`config.mk`:
```
export PLATFORM = sky130hd
export DESIGN_NAME = uart_tx_queue
export DESIGN_NICKNAME = d
export VERILOG_FILES = /design/src/rtl/uart_tx_queue.sv
export SDC_FILE = /design/constraint.sdc
export NUM_CORES = 1
export LEC_CHECK = 0
export CAP_MARGIN = 20
export CELL_PAD_IN_SITES_DETAIL_PLACEMENT = 1
export CELL_PAD_IN_SITES_GLOBAL_PLACEMENT = 2
export CORE_AREA = 2 2 151 124
export DETAILED_ROUTE_END_ITERATION = 12
export DIE_AREA = 0 0 153 126
export GPL_ROUTABILITY_DRIVEN = 0
export HOLD_SLACK_MARGIN = 0.02
export PLACE_DENSITY_LB_ADDON = 0.1
export SKIP_CTS_REPAIR_TIMING = 1
export SLEW_MARGIN = 30
export SYNTH_ARGS = -nofsm -noshare
export SYNTH_HDL_FRONTEND = slang
export SYNTH_SLANG_ARGS = --single-unit
```
`constraint.sdc`:
```
create_clock -name clk_50m -period 2.66 [get_ports clk_50m]
set_input_delay 0.665 -clock clk_50m [delete_from_list [all_inputs] [get_ports clk_50m]]
set_output_delay 0.665 -clock clk_50m [all_outputs]
set_load 0.01 [all_outputs]
```
`src/rtl/uart_tx_queue.sv`:
```
// Buffered uart transmit front-end: DEPTH-entry FIFO drained over the tx_en/tx_rdy
// handshake, with full/empty/count status, sticky overflow and optional CR -> CR LF.
module uart_tx_queue #(
    parameter int unsigned DATA_W      = 8,
    parameter int unsigned DEPTH       = 16,
    parameter int unsigned AW          = 4,
    parameter int unsigned CRLF_EXPAND = 1
) (
    input  logic              clk_50m,
    input  logic              rst,
    input  logic              wr_en,
    input  logic [DATA_W-1:0] wr_data,
    output logic              full,
    output logic              empty,
    output logic [AW:0]       count,
    output logic              overflow,
    input  logic              ovf_clr,
    input  logic              tx_rdy,
    output logic              tx_en,
    output logic [DATA_W-1:0] tx_data
);

    localparam bit                expand_on = (CRLF_EXPAND != 0) && (DATA_W == 8);
    localparam logic [DATA_W-1:0] cr_char   = DATA_W'(8'h0D);
    localparam logic [DATA_W-1:0] lf_char   = DATA_W'(8'h0A);

    typedef enum logic {
        IDLE,
        BUSY
    } state_t;

    state_t            state;
    state_t            state_n;
    logic [DATA_W-1:0] mem [DEPTH];
    logic [AW-1:0]     wr_ptr;
    logic [AW-1:0]     rd_ptr;
    logic [DATA_W-1:0] head;
    logic              push;
    logic              pop;
    logic              drop;
    logic [AW:0]       count_n;
    logic              lf_pend;
    logic              lf_pend_n;
    logic              tx_en_n;
    logic [DATA_W-1:0] tx_data_n;

    // Full is the registered flag, so a push while full drops even if a pop frees a slot.
    assign push    = wr_en & ~full;
    assign drop    = wr_en & full;
    assign head    = mem[rd_ptr];
    assign count_n = count + (AW+1)'(push) - (AW+1)'(pop);

    always_ff @(posedge clk_50m) begin
        if (push) begin
            mem[wr_ptr] <= wr_data;
        end
    end

    always_ff @(posedge clk_50m) begin
        if (rst) begin
            state    <= IDLE;
            wr_ptr   <= '0;
            rd_ptr   <= '0;
            count    <= '0;
            full     <= 1'b0;
            empty    <= 1'b1;
            overflow <= 1'b0;
            lf_pend  <= 1'b0;
            tx_en    <= 1'b0;
            tx_data  <= '0;
        end else begin
            state    <= state_n;
            wr_ptr   <= wr_ptr + AW'(push);
            rd_ptr   <= rd_ptr + AW'(pop);
            count    <= count_n;
            full     <= (count_n == (AW+1)'(DEPTH));
            empty    <= (count_n == '0);
            overflow <= drop | (overflow & ~ovf_clr);
            lf_pend  <= lf_pend_n;
            tx_en    <= tx_en_n;
            tx_data  <= tx_data_n;
        end
    end

    // Drain FSM: a pending LF goes out before the next queued byte.
    always_comb begin
        state_n   = state;
        pop       = 1'b0;
        lf_pend_n = lf_pend;
        tx_en_n   = tx_en;
        tx_data_n = tx_data;
        case (state)
            IDLE: begin
                tx_en_n = 1'b0;
                if (tx_rdy && lf_pend) begin
                    tx_data_n = lf_char;
                    tx_en_n   = 1'b1;
                    lf_pend_n = 1'b0;
                    state_n   = BUSY;
                end else if (tx_rdy && !empty) begin
                    tx_data_n = head;
                    tx_en_n   = 1'b1;
                    pop       = 1'b1;
                    state_n   = BUSY;
                    if (expand_on && (head == cr_char)) begin
                        lf_pend_n = 1'b1;
                    end
                end
            end
            BUSY: begin
                if (!tx_rdy) begin
                    tx_en_n = 1'b0;
                    state_n = IDLE;
                end
            end
            default: begin
                tx_en_n = 1'b0;
                state_n = IDLE;
            end
        endcase
    end

endmodule

```
# Yosys cells after proc, flatten, opt, wreduce, memory -nomap -nowiden
# Memories as Yosys holds them, arrays and structs flattened. A register that Yosys moved wholly into a read port is not among the register bits.
# Index checks and enable logic that the tools add are counted.
# totals
memories,1
wordCells,49
ramBits,128
regBits,27
out_inout_bits,17
# mem_list
memory,words,width,read_ports,rd_clocked_by_memory_dff,write_ports,line_no,rtl
mem,16,8,1,1,1,34,logic [DATA_W-1:0] mem [DEPTH];
# classes
bitwise_logic,7
reduce_logical,8
muxes,16
eq_ne,3
n_addsub,4
# op_table
operator,n
2-to-1 mux 8 bit,2
2-to-1 mux 1 bit,11
adder 4 x 1 -> 4 bit,2
"equality test 8 x 4 -> 1 bit, second input constant",1
adder 5 x 1 -> 5 bit,1
"equality test 5 bit, second input constant",1
zero test 5 bit,1
subtractor 5 x 1 -> 5 bit,1
2-to-1 mux 4 bit,1
one-hot mux 1 bit (2 select lines),2
nonzero test 2 bit,2
AND 1 bit,3
NOT 1 bit,3
AND reduction 3 bit,1
logical AND 1 bit,2
"!= test 2 bit, second input constant",1
AND reduction 2 bit,1
zero test 1 bit,1
bitwise OR 1 bit,1

# Logic depth before layout (Yosys ltp)
# Gate-level depths: netlist (run 1).
# logic_depth
ltp_word,7
depth_mapped,11
mapped_depth_nobuf,10

# Worst setup path after synthesis (run 1)
# OpenSTA, ideal clock, no wires.
# synth_timing
path_kind,input to register
start,in tx_rdy
end,reg full
slack_ps,-18
setup_time_ps,115
t_arrival_ps,2563
t_required_ps,2545
cell_stages,11
cell_sequence,nand2b_1 nor3_1 buf_2 xnor2_1 ha_1 fa_1 a21o_1 a21oi_1 xnor2_1 nor2_1 and2_1
# synth_between
elab_chain_len,6
elab_cells_between_ends,7
classes_between,add/sub: 1; eq/ne: 1; mux: 3; reduce/logical: 2
# synth_rtl
element,line_no,rtl
"start, declared",18,"input logic tx_rdy,"
logical AND 1 bit,100,end else if (tx_rdy && !empty) begin
2-to-1 mux 1 bit,100,
2-to-1 mux 1 bit *,95,if (tx_rdy && lf_pend) begin
2-to-1 mux 1 bit *,92,case (state)
subtractor 5 x 1 -> 5 bit *,51,assign count_n = count + (AW+1)'(push) - (AW+1)'(pop);
equality test 5 bit *,76,full <= (count_n == (AW+1)'(DEPTH));
"end signal, assigned",76,
"end, declared",13,"output logic full,"
# Every way passes the cells marked *; elsewhere a longest branch is shown, timed or not.
# A chain may end at the register's enable or synchronous reset.

# Worst setup path in the final report (run 1)
# layout_timing
start,in wr_en
end,reg full
# layout_between
elab_chain_len,4
# layout_rtl
element,line_no,rtl
"start, declared",11,"input logic wr_en,"
AND 1 bit,48,assign push = wr_en & ~full;
adder 5 x 1 -> 5 bit,51,
subtractor 5 x 1 -> 5 bit,51,
equality test 5 bit,76,
# No other way between the ends.

==> results.tsv, run 1 <==
stage	metric	value	unit
sta	RSZ-0062 raised after global routing	false	
floorplan	Die Area	19300	um2
sta	Slew @ Worst Pin	0.630	ns
grt	vias in the first global route	3511	
worst_setup_path	Worst R2R Start	rd_ptr[0]	
layout	layout cell share with drive strength beyond 1	0.208	
cts	clk buf depth	2	
grt	antenna violations before repair	0	
synth	Netlist cell types	36	
cts	H-Tree Level Count	4	
synth	YS warnings	0	
synth	Syn Area/Cell	17.2	um2
drt	drt initial violations	227	
layout	Nets	445	
grt	largest net degree at the start of global routing	30	
cts	clock-pin slew on the worst setup and hold paths	0.06	ns
grt	global-route wire length before repair	21300	um
layout	final core utilization	0.423	
floorplan	IO Pins	30	
worst_setup_path	internal reg-to-reg setup slack	0.41	ns
worst_setup_path	FF-to-FF End	lf_pend	
synth	register area share after synthesis	0.716	
sta	final hold violations	0	
synth	number of synthesized flops with an enable pin	128	
synth	top cell type's share of synthesized area	0.627	
sta	fin crit period	2.33	ns
drt	via count	3283	
worst_setup_path	worst r2r path cells	7	
synth	top cell type by total area after synthesis	edfxtp_1	
layout	fill count	1745	
layout	Storage cell area	4390	um2
drt	Via density	4.92	
drt	drt pass-1 iters	4	
drt	residual DRC count	0	
drt	metal2 WL	6060	um
grt	total track usage	0.150	
floorplan	# rows	44	
sta	Peak Freq	0.429	GHz
placed_design	IO buf count	29	
cts	CTS root buf	clkbuf_16	
synth	Commonest cells post-synth	edfxtp_1, nor2_1, dfxtp_1, mux4_2, nand2_1	
drt	DR WL/cell	20.1	um
worst_setup_path	CP max FO	3	
cts	CTS tree	done	
layout	non-filler instance count after layout	667	
synth	FFs w/ async S/R, synth	0	
worst_setup_path	worst-path cell chain	clkdlybuf4s50_1 > nand2b_1 > xnor2_1 > ha_2 > fa_2 > a21o_1 > a21oi_2 > xnor2_1 > nor2_1 > and2_1	
sta	Setup Skew	0.0101	ns
synth	top_reg_cell synth	edfxtp_1	
floorplan	Initial Utilization	0.345	
drt	final wirelength	13400	um
layout	area of the multi-input gates	1630	um2
hold_path	worst min path class	reg2reg	
layout	Ant. Diodes	0	
sta	period utilisation layout	0.877	
drt	metal3 WL	437	um
drt	routed length on met1	6780	um
worst_setup_path	Setup crit end kind	register	
floorplan	core area	17800	um2
hold_path	hold endpoint	overflow	
hold_path	hold path cells	2	
cts	clock latency on the worst-skew pair	0.42	ns
worst_setup_path	most used cell, CP	xnor2_1	
worst_setup_path	CP Launch Type	input pin	
placed_design	HPWL Detailed	9330	um
drt	ANT nets after route	0	
worst_setup_path	slowest library cell on the worst path	clkdlybuf4s50_1	
worst_setup_path	critical path required time	2.98	ns
drt	DR top layer	met4	
layout	synthesis-to-finish area growth	22.8	%
worst_setup_path	worst path arrival time	2.65	ns
worst_setup_path	delay-heaviest family, CP	adder cells	
synth	Post-Syn Area	6130	um2
worst_setup_path	WP buf/inv	1	
sta	Slew HR	0.579	
floorplan	Die H	126	um
power_and_ir_drop	PwrDens	908	nW/um2
synth	top-count cell post-synth	edfxtp_1	
cts	CTS sink cnt	155	
run_status	status	finished, final reports clean	
sta	final setup vio count	0	
run	total of max-cap violations	0	
synth	Post-Syn Instances	356	
floorplan	chip width	153	um
hold_path	min-delay src	overflow	
grt	grt ovf	0	
synth	Syn Nets	377	
sta	Slew Viols, Final	0	
synth	Synth Register Bits	155	
worst_setup_path	largest stage delay on the critical path	0.48	ns
power_and_ir_drop	LEAKAGE	2.51	nW
sta	Final Hold Slack	0.474	ns
power_and_ir_drop	Max IR drop VDD	0.000444	V
synth	synth top area cells	edfxtp_1, dfxtp_1, mux4_2	
placed_design	number of placed instances, taps included	634	
worst_setup_path	Crit Path Class	in2reg	
cts	total CTS buffers	17	
report_power, final:
group	switching, mW	total (mW)	internal [mW]
Sequential	0.107	2.90	2.79
Combinational	0.675	1.40	0.722
Clock	0.966	2.54	1.57
worst max path at each step:
| stage | start | end | depth (start not counted) |
|---|---|---|---|
| finish | wr_en | full | 10 |
| global route | wr_en | full | 10 |
| CTS | tx_rdy | full | 12 |
| detailed placement | tx_rdy | full | 12 |
| global placement | tx_rdy | full | 12 |
| floorplan | tx_rdy | full | 11 |
metrics by stage:
stage	setup slack [ns]	setup TNS, ns	power [mW]	cell area (um2)
floorplan	0.0143	0	3.78	6130
global placement	-0.431	-1.29	4.32	6880
detailed placement	-0.456	-1.38	4.34	6880
CTS	-0.0287	-0.0287	6.91	7500
global route	0.238	0	7.17	7520
finish	0.328	0	6.83	7520
kinds of logic after synthesis:
group / after synthesis / share of synthesized area
simple gates: 91 / 0.0711
fa+ha+maj: 8 / 0.0176
mux: 39 / 0.123
compound gates: 33 / 0.0380
xor+xnor: 10 / 0.0143
flops: 155 / 0.716
buf+inv: 20 / 0.0210
cells in the final DEF (no fill, tap or decap), drive strengths merged:
| cell | n |
|---|---|
| nand2b | 6 |
| dfxtp | 27 |
| nand4bb | 1 |
| o21ai | 5 |
| bufinv | 4 |
| a211oi | 2 |
| a21oi | 6 |
| and3 | 2 |
| xnor2 | 7 |
| inv | 7 |
| a21o | 2 |
| buf | 35 |
| clkdlybuf4s50 | 28 |
| nor2 | 33 |
| clkinv | 4 |
| fa | 1 |
| mux4 | 27 |
| nand3b | 2 |
| nand3 | 9 |
| nor3 | 5 |
| nor3b | 1 |
| mux2i | 12 |
| nand2 | 17 |
| clkinvlp | 4 |
| xor2 | 3 |
| nor2b | 10 |
| or3 | 1 |
| a22oi | 12 |
| edfxtp | 128 |
| and2 | 3 |
| ha | 7 |
| nor4 | 1 |
| dlymetal6s2s | 1 |
| a221oi | 6 |
| clkbuf | 18 |
per-layer routing:
layer | track usage | vias up
met5 | 0 | -
met4 | 0.0425 | 0
met3 | 0.0413 | 9
met2 | 0.226 | 53
met1 | 0.215 | 1696
li1 | - | 1525
sequential cells by signal, summed over array words and instances, names as in the netlist:
name      count
mem         128
rd_ptr        4
wr_ptr        4
empty         1
lf_pend       1
state         1
full          1
tx_en         1
overflow      1
tx_data       8
count         5
layout make-up:
class | count | share of cell area
timing repair buffer | 64 | 0.0772
inverter | 5 | 0.00250
sequential | 155 | 0.583
multi-input combinational | 181 | 0.216
tap | 230 | 0.0383
clock buffer | 18 | 0.0571
clock inverter | 14 | 0.0256
tightest hold or removal path, stage by stage, from the launching register on:
cell      delay (ns)
dfxtp_1         0.31
nand2b_1        0.07
a21oi_1         0.05
Note: power is estimated with default switching activity, not from simulation.
==> run 2, diff against run 1 <==
Settings changed: RECOVER_POWER set to 25.
==> run 2 against run 1 <==
Routed wire length barely moved. Total power hardly changed. Flip-flop and latch count unchanged. Register-to-register slack got worse by 0.02 ns. Clock power is essentially flat. Worst hold slack about the same. Sequential share of layout area about the same. Combinational power barely moved. Critical endpoint unchanged. Largest power group unchanged.
==> results.tsv, run 2 (synthesized netlist as in run 1, its figures left out) <==
stage	metric	value	unit	change
run_status	status	finished, final reports clean		unchanged
worst_setup_path	Crit Path Class	in2reg		unchanged
sta	final setup vio count	0		unchanged
layout	largest registers	mem: 128 flops, tx_data: 8 flops, count: 5 flops		unchanged
sta	Peak Freq	0.419	GHz	was 0.429 GHz
drt	DR WL/cell	20.1	um	about the same
worst_setup_path	CP Launch Type	input pin		unchanged
cts	H-Tree Level Count	4		unchanged
cts	CTS sink cnt	155		unchanged
worst_setup_path	worst path arrival time	2.70	ns	was 2.65 ns
placed_design	IO buf count	29		unchanged
layout	most frequent cells in the layout	edfxtp_1, nor2_1, buf_4		unchanged
drt	residual DRC count	0		unchanged
hold_path	min-delay src	overflow		unchanged
floorplan	# rows	44		unchanged
sta	Slew @ Worst Pin	1.17	ns	was 0.630 ns
layout	synthesis-to-finish area growth	22.7	%	was 22.8%
cts	total CTS buffers	17		unchanged
layout	fill count	1746		was 1,745
sta	final hold violations	0		unchanged
layout	final core utilization	0.423		about the same
drt	Via density	4.92		about the same
sta	Slew Viols, Final	0		unchanged
sta	Setup Skew	0.00844	ns	was 0.0101 ns
worst_setup_path	CP max FO	3		unchanged
power_and_ir_drop	Cell Int Power	5.08	mW	about the same
power_and_ir_drop	PwrDens	909	nW/um2	was 908 nW/um2
layout	Nets	445		unchanged
drt	ANT nets after route	0		unchanged
layout	Most flops, register	mem		unchanged
power_and_ir_drop	P_sw	1.75	mW	about the same
grt	largest net degree at the start of global routing	30		unchanged
layout	Ant. Diodes	0		unchanged
power_and_ir_drop	clock share of power	0.372		about the same
run	total of max-cap violations	0		unchanged
floorplan	IO Pins	30		unchanged
floorplan	Initial Utilization	0.345		unchanged
sta	Slew HR	0.223		was 0.579
cts	CTS tree	done		unchanged
sta	period utilisation layout	0.898		was 0.877
floorplan	chip width	153	um	unchanged
sta	fin crit period	2.39	ns	was 2.33 ns
power_and_ir_drop	LEAKAGE	2.51	nW	about the same
layout	area of the multi-input gates	1630	um2	unchanged
grt	global-route wire length before repair	21300	um	unchanged
placed_design	HPWL Detailed	9330	um	unchanged
drt	drt pass-1 iters	4		unchanged
power_and_ir_drop	sequential power share	0.424		about the same
grt	total track usage	0.150		unchanged
floorplan	Die Area	19300	um2	unchanged
worst_setup_path	Worst R2R Start	rd_ptr[0]		unchanged
power_and_ir_drop	Switching Share	0.256		about the same
floorplan	core area	17800	um2	unchanged
sta	RSZ-0062 raised after global routing	false		unchanged
worst_setup_path	largest stage delay on the critical path	0.48	ns	about the same
worst_setup_path	start point of the critical path	wr_en		unchanged
sta	Final Hold Slack	0.474	ns	about the same
worst_setup_path	Setup crit end kind	register		unchanged
worst_setup_path	worst-path cell chain	clkdlybuf4s50_1 > nand2b_1 > xnor2_1 > ha_2 > fa_2 > a21o_1 > a21oi_2 > xnor2_1 > nor2_1 > and2_1		unchanged
drt	drt initial violations	246		was 227
grt	vias in the first global route	3511		unchanged
cts	clock-pin slew on the worst setup and hold paths	0.06	ns	about the same
layout	Storage cell area	4390	um2	unchanged
layout	post-route cell area	7520	um2	about the same
layout	layout cell share with drive strength beyond 1	0.206		was 0.208
hold_path	worst min path class	reg2reg		unchanged
drt	final wirelength	13400	um	about the same
floorplan	Die H	126	um	unchanged
cts	clock latency on the worst-skew pair	0.42	ns	about the same
grt	grt ovf	0		unchanged
drt	via count	3279		was 3,283
placed_design	Post-DP Area	6880	um2	unchanged
grt	antenna violations before repair	0		unchanged
cts	CTS root buf	clkbuf_16		unchanged
power_and_ir_drop	Max IR drop VDD	0.000445	V	was 0.000444 V
power_and_ir_drop	power share of the combinational group	0.204		about the same
worst_setup_path	critical path required time	2.97	ns	was 2.98 ns
layout	commonest non-fill, non-tap cell in the layout	edfxtp_1		unchanged
worst_setup_path	slowest library cell on the worst path	clkdlybuf4s50_1		unchanged
layout	flip-flop count of the largest register after layout	128		unchanged
cts	clk buf depth	2		unchanged
worst_setup_path	most used cell, CP	xnor2_1		unchanged
run 2: changes by cell type in the layout (fill, tap and decap cells not counted):
cell	change
buf_4	-1
dlygate4sd3_1	+7
clkdlybuf4s50_1	-7
clkbuf_1	+1
run 2: final timing paths:
check	to	slack [ns]	depth (start not counted)
max	full	0.27	10
min	overflow	0.47	2
max reg2reg	lf_pend	0.39	7
min reg2reg	overflow	0.47	2
run 2: cell type report:
type,count,share of cell area
Multi-Input combinational cell,181,0.217
Inverter,5,0.00250
Clock inverter,14,0.0256
Tap cell,230,0.0383
Clock buffer,18,0.0571
Timing Repair Buffer,64,0.0767
Sequential cell,155,0.583
run 2: worst max-delay path, delay by kind of cell:
kind / cells / cell delay, ns
XOR/XNOR: 2 / 0.26
buffers and inverters: 1 / 0.48
AO/OA/AOI/OAI: 2 / 0.34
adder cells (fa/ha/maj): 2 / 0.56
AND/OR/NAND/NOR: 3 / 0.40
run 2: through the flow:
step / total power, mW / std cells / worst slack, ns / TNS [ns]
3_3_place_gp: 4.32 / 634 / -0.431 / -1.29
4_1_cts: 6.91 / 666 / -0.0287 / -0.0287
5_1_grt: 7.17 / 667 / 0.174 / 0
2_1_floorplan: 3.78 / 356 / 0.0143 / 0
3_5_place_dp: 4.34 / 634 / -0.456 / -1.38
6_report: 6.83 / 667 / 0.273 / 0
run 2: routing by layer:
| metal | routed length (um) | share of wire | track usage |
|---|---|---|---|
| met4 | 133 | 0.0099 | 0.0425 |
| met1 | 6770 | 0.50 | 0.215 |
| met3 | 459 | 0.034 | 0.0413 |
| met5 | 0 | 0 | 0 |
| met2 | 6050 | 0.45 | 0.226 |
run 2: power by group through the flow:
stage               registers [mW]  clock network [mW]  logic, mW
finish                        2.90                2.54       1.39
global route                  2.92                2.71       1.54
CTS                           2.90                2.62       1.39
detailed placement            2.95                   0       1.38
global placement              2.95                   0       1.38
floorplan                     2.94                   0      0.836
==> run 3, diff against run 2 <==
Settings changed: ABC_AREA set to 1, CORE_AREA 2 2 151 124 to 2 2 157 128, DIE_AREA 0 0 153 126 to 0 0 159 130.
Clock period 2.66 ns to 2.4 ns, I/O delays scaled along.
==> run 3 against run 2 <==
Clock skew hardly changed. Flip-flop and latch count is the same. Critical endpoint is now empty. Via count rose by 37%. Largest cell class unchanged. Final cell count up 47%. Die area grew 7.2%.
==> results.tsv, run 3 <==
stage	metric	value	unit	change
floorplan	core area	19300	um2	was 17,800 um2
worst_setup_path	Setup crit end kind	register		unchanged
sta	RSZ-0062 raised after global routing	false		unchanged
drt	drt initial violations	236		was 246
sta	fin crit period	2.23	ns	
synth	number of synthesized flops with an enable pin	128		unchanged
synth	top-count cell post-synth	nand2_1		was edfxtp_1
grt	grt ovf	0		unchanged
run	total of max-cap violations	0		unchanged
grt	total track usage	0.177		was 0.150
synth	Post-Syn Instances	635		was 356
drt	residual DRC count	0		unchanged
worst_setup_path	FF-to-FF End	empty		was lf_pend
grt	antenna violations before repair	0		unchanged
worst_setup_path	Worst R2R Start	lf_pend		was rd_ptr[0]
synth	synth top area cells	edfxtp_1, nand2_1, dfxtp_1		was edfxtp_1, dfxtp_1, mux4_2
floorplan	Die H	130	um	was 126 um
power_and_ir_drop	Max IR drop VDD	0.000549	V	was 0.000445 V
cts	CTS tree	done		unchanged
worst_setup_path	start point of the critical path	lf_pend		was wr_en
power_and_ir_drop	PwrDens	990	nW/um2	was 909 nW/um2
synth	FFs w/ async S/R, synth	0		unchanged
sta	final hold violations	0		unchanged
layout	Nets	726		was 445
drt	final wirelength	17000	um	was 13,400 um
synth	Post-Syn Area	6570	um2	was 6130 um2
sta	Slew HR	0.502		was 0.223
cts	clock latency on the worst-skew pair	0.42	ns	about the same
synth	Syn Nets	656		was 377
layout	synthesis-to-finish area growth	22.8	%	was 22.7%
worst_setup_path	worst r2r path cells	11		was 7
placed_design	HPWL Detailed	11700	um	was 9330 um
synth	Syn Area/Cell	10.3	um2	was 17.2 um2
hold_path	worst min path class	reg2reg		unchanged
worst_setup_path	internal reg-to-reg setup slack	0.17	ns	was 0.39 ns
sta	Slew @ Worst Pin	0.744	ns	was 1.17 ns
floorplan	Die Area	20700	um2	was 19,300 um2
sta	Final Hold Slack	0.461	ns	was 0.474 ns
synth	top_reg_cell synth	edfxtp_1		unchanged
placed_design	IO buf count	29		unchanged
cts	clock-pin slew on the worst setup and hold paths	0.06	ns	about the same
sta	Peak Freq	0.449	GHz	
worst_setup_path	critical path required time	2.76	ns	was 2.97 ns
grt	largest net degree at the start of global routing	28		was 30
layout	final core utilization	0.417		was 0.423
layout	most frequent cells in the layout	nand2_1, edfxtp_1, nand3_1		was edfxtp_1, nor2_1, buf_4
floorplan	Initial Utilization	0.340		was 0.345
drt	via count	4495		was 3,279
placed_design	Post-DP Area	7380	um2	was 6880 um2
synth	top cell type by total area after synthesis	edfxtp_1		unchanged
layout	fill count	2162		was 1,746
run_status	status	finished, final reports clean		unchanged
worst_setup_path	worst setup path end	empty		was full
sta	Slew Viols, Final	0		unchanged
synth	top cell type's share of synthesized area	0.585		was 0.627
sta	period utilisation layout	0.928		
layout	post-route cell area	8070	um2	was 7520 um2
worst_setup_path	worst path arrival time	2.58	ns	was 2.70 ns
layout	flip-flop count of the largest register after layout	128		unchanged
sta	Setup Skew	0.00839	ns	was 0.00844 ns
synth	Synth Register Bits	155		unchanged
layout	commonest non-fill, non-tap cell in the layout	nand2_1		was edfxtp_1
drt	ANT nets after route	0		unchanged
floorplan	# rows	46		was 44
worst_setup_path	CP Launch Type	register		was input pin
worst_setup_path	CP max FO	3		unchanged
synth	YS warnings	0		unchanged
synth	Commonest cells post-synth	nand2_1, edfxtp_1, inv_1, nand3_1, nor2_1		was edfxtp_1, nor2_1, dfxtp_1, mux4_2, nand2_1
layout	largest registers	mem: 128 flops, tx_data: 8 flops, count: 5 flops		unchanged
layout	Ant. Diodes	0		unchanged
cts	CTS root buf	clkbuf_16		unchanged
floorplan	IO Pins	30		unchanged
layout	layout cell share with drive strength beyond 1	0.139		was 0.206
cts	total CTS buffers	17		unchanged
drt	drt pass-1 iters	4		unchanged
layout	Storage cell area	4390	um2	unchanged
power_and_ir_drop	LEAKAGE	3.24	nW	was 2.51 nW
sta	setup TNS	0	ns	unchanged
sta	final setup vio count	0		unchanged
cts	clk buf depth	2		unchanged
layout	Most flops, register	mem		unchanged
grt	vias in the first global route	4716		was 3,511
cts	H-Tree Level Count	4		unchanged
layout	area of the multi-input gates	1780	um2	was 1630 um2
synth	Netlist cell types	26		was 36
drt	DR WL/cell	17.4	um	was 20.1 um
worst_setup_path	Crit Path Class	reg2reg		was in2reg
floorplan	chip width	159	um	was 153 um
power_and_ir_drop	Tot Pwr	7.99	mW	was 6.83 mW
hold_path	min-delay src	overflow		unchanged
drt	Via density	4.58		was 4.92
grt	global-route wire length before repair	27200	um	was 21,300 um
synth	register area share after synthesis	0.667		was 0.716
cts	CTS sink cnt	155		unchanged
-- run 3: changes by cell type in the layout (fill, tap and decap cells not counted), moves of 7 or more --
| cell | change |
|---|---|
| nand2_1 | +158 |
| inv_1 | +65 |
| nand3_1 | +61 |
| nor2_1 | +31 |
| mux4_2 | -21 |
| buf_4 | +13 |
| mux2i_1 | -12 |
| a22oi_1 | -11 |
| nor2b_1 | -10 |
| inv_2 | +8 |
| a21oi_1 | +7 |
| o211ai_1 | +7 |
| o21ai_0 | +7 |
-- run 3: critical path, cell delays in order, from the launching register on --
cell	delay [ns]
dfxtp_1	0.33
inv_1	0.08
a211oi_4	0.24
nand2_2	0.13
nand2_2	0.09
nand2_2	0.06
ha_4	0.16
fa_2	0.36
buf_4	0.15
xnor2_2	0.16
nand4_1	0.20
a21oi_2	0.19
-- run 3: per-layer routing --
metal | part of all wire | GRT usage | vias up | wire, um
li1 | - | - | 2237 | -
met1 | 0.50 | 0.250 | 2202 | 8560
met2 | 0.46 | 0.279 | 46 | 7780
met3 | 0.032 | 0.0378 | 10 | 551
met4 | 0.0088 | 0.0497 | 0 | 150
met5 | 0 | 0 | - | 0
-- run 3: power breakdown --
group | internal (mW) | switching (mW)
logic | 0.805 | 1.14
registers | 3.10 | 0.117
clock network | 1.74 | 1.09
total | 5.64 | 2.35
-- run 3: cell families (layout without fill, tap and decap cells) --
family | count (synthesis) | count (layout) | share of synthesized area
compound gates | 42 | 42 | 0.0381
simple gates | 320 | 320 | 0.198
xor+xnor | 6 | 6 | 0.00800
fa+ha+maj | 8 | 8 | 0.0164
buf+inv | 104 | 187 | 0.0726
flops | 155 | 155 | 0.667
-- run 3: area by class of cell --
cell class,count,area share
repair buffers,77,0.0819
clock buffers,17,0.0527
clock inverters,15,0.0247
flip-flops and latches,155,0.543
well taps,264,0.0409
multi-input cells,376,0.220
inverters,78,0.0363
-- run 3: through the flow --
step,worst slack [ns],instances
5_1_grt,0.0504,982
3_5_place_dp,-0.656,949
4_1_cts,-0.219,981
3_3_place_gp,-0.533,949
2_1_floorplan,0.0162,635
6_report,0.173,982
-- run 3: worst min path at each step --
| stage | to | cells after the start |
|---|---|---|
| CTS | overflow | 2 |
| floorplan | overflow | 2 |
| finish | overflow | 2 |
| global placement | overflow | 2 |
| detailed placement | tx_data[0] | 2 |
| global route | tx_data[4] | 2 |
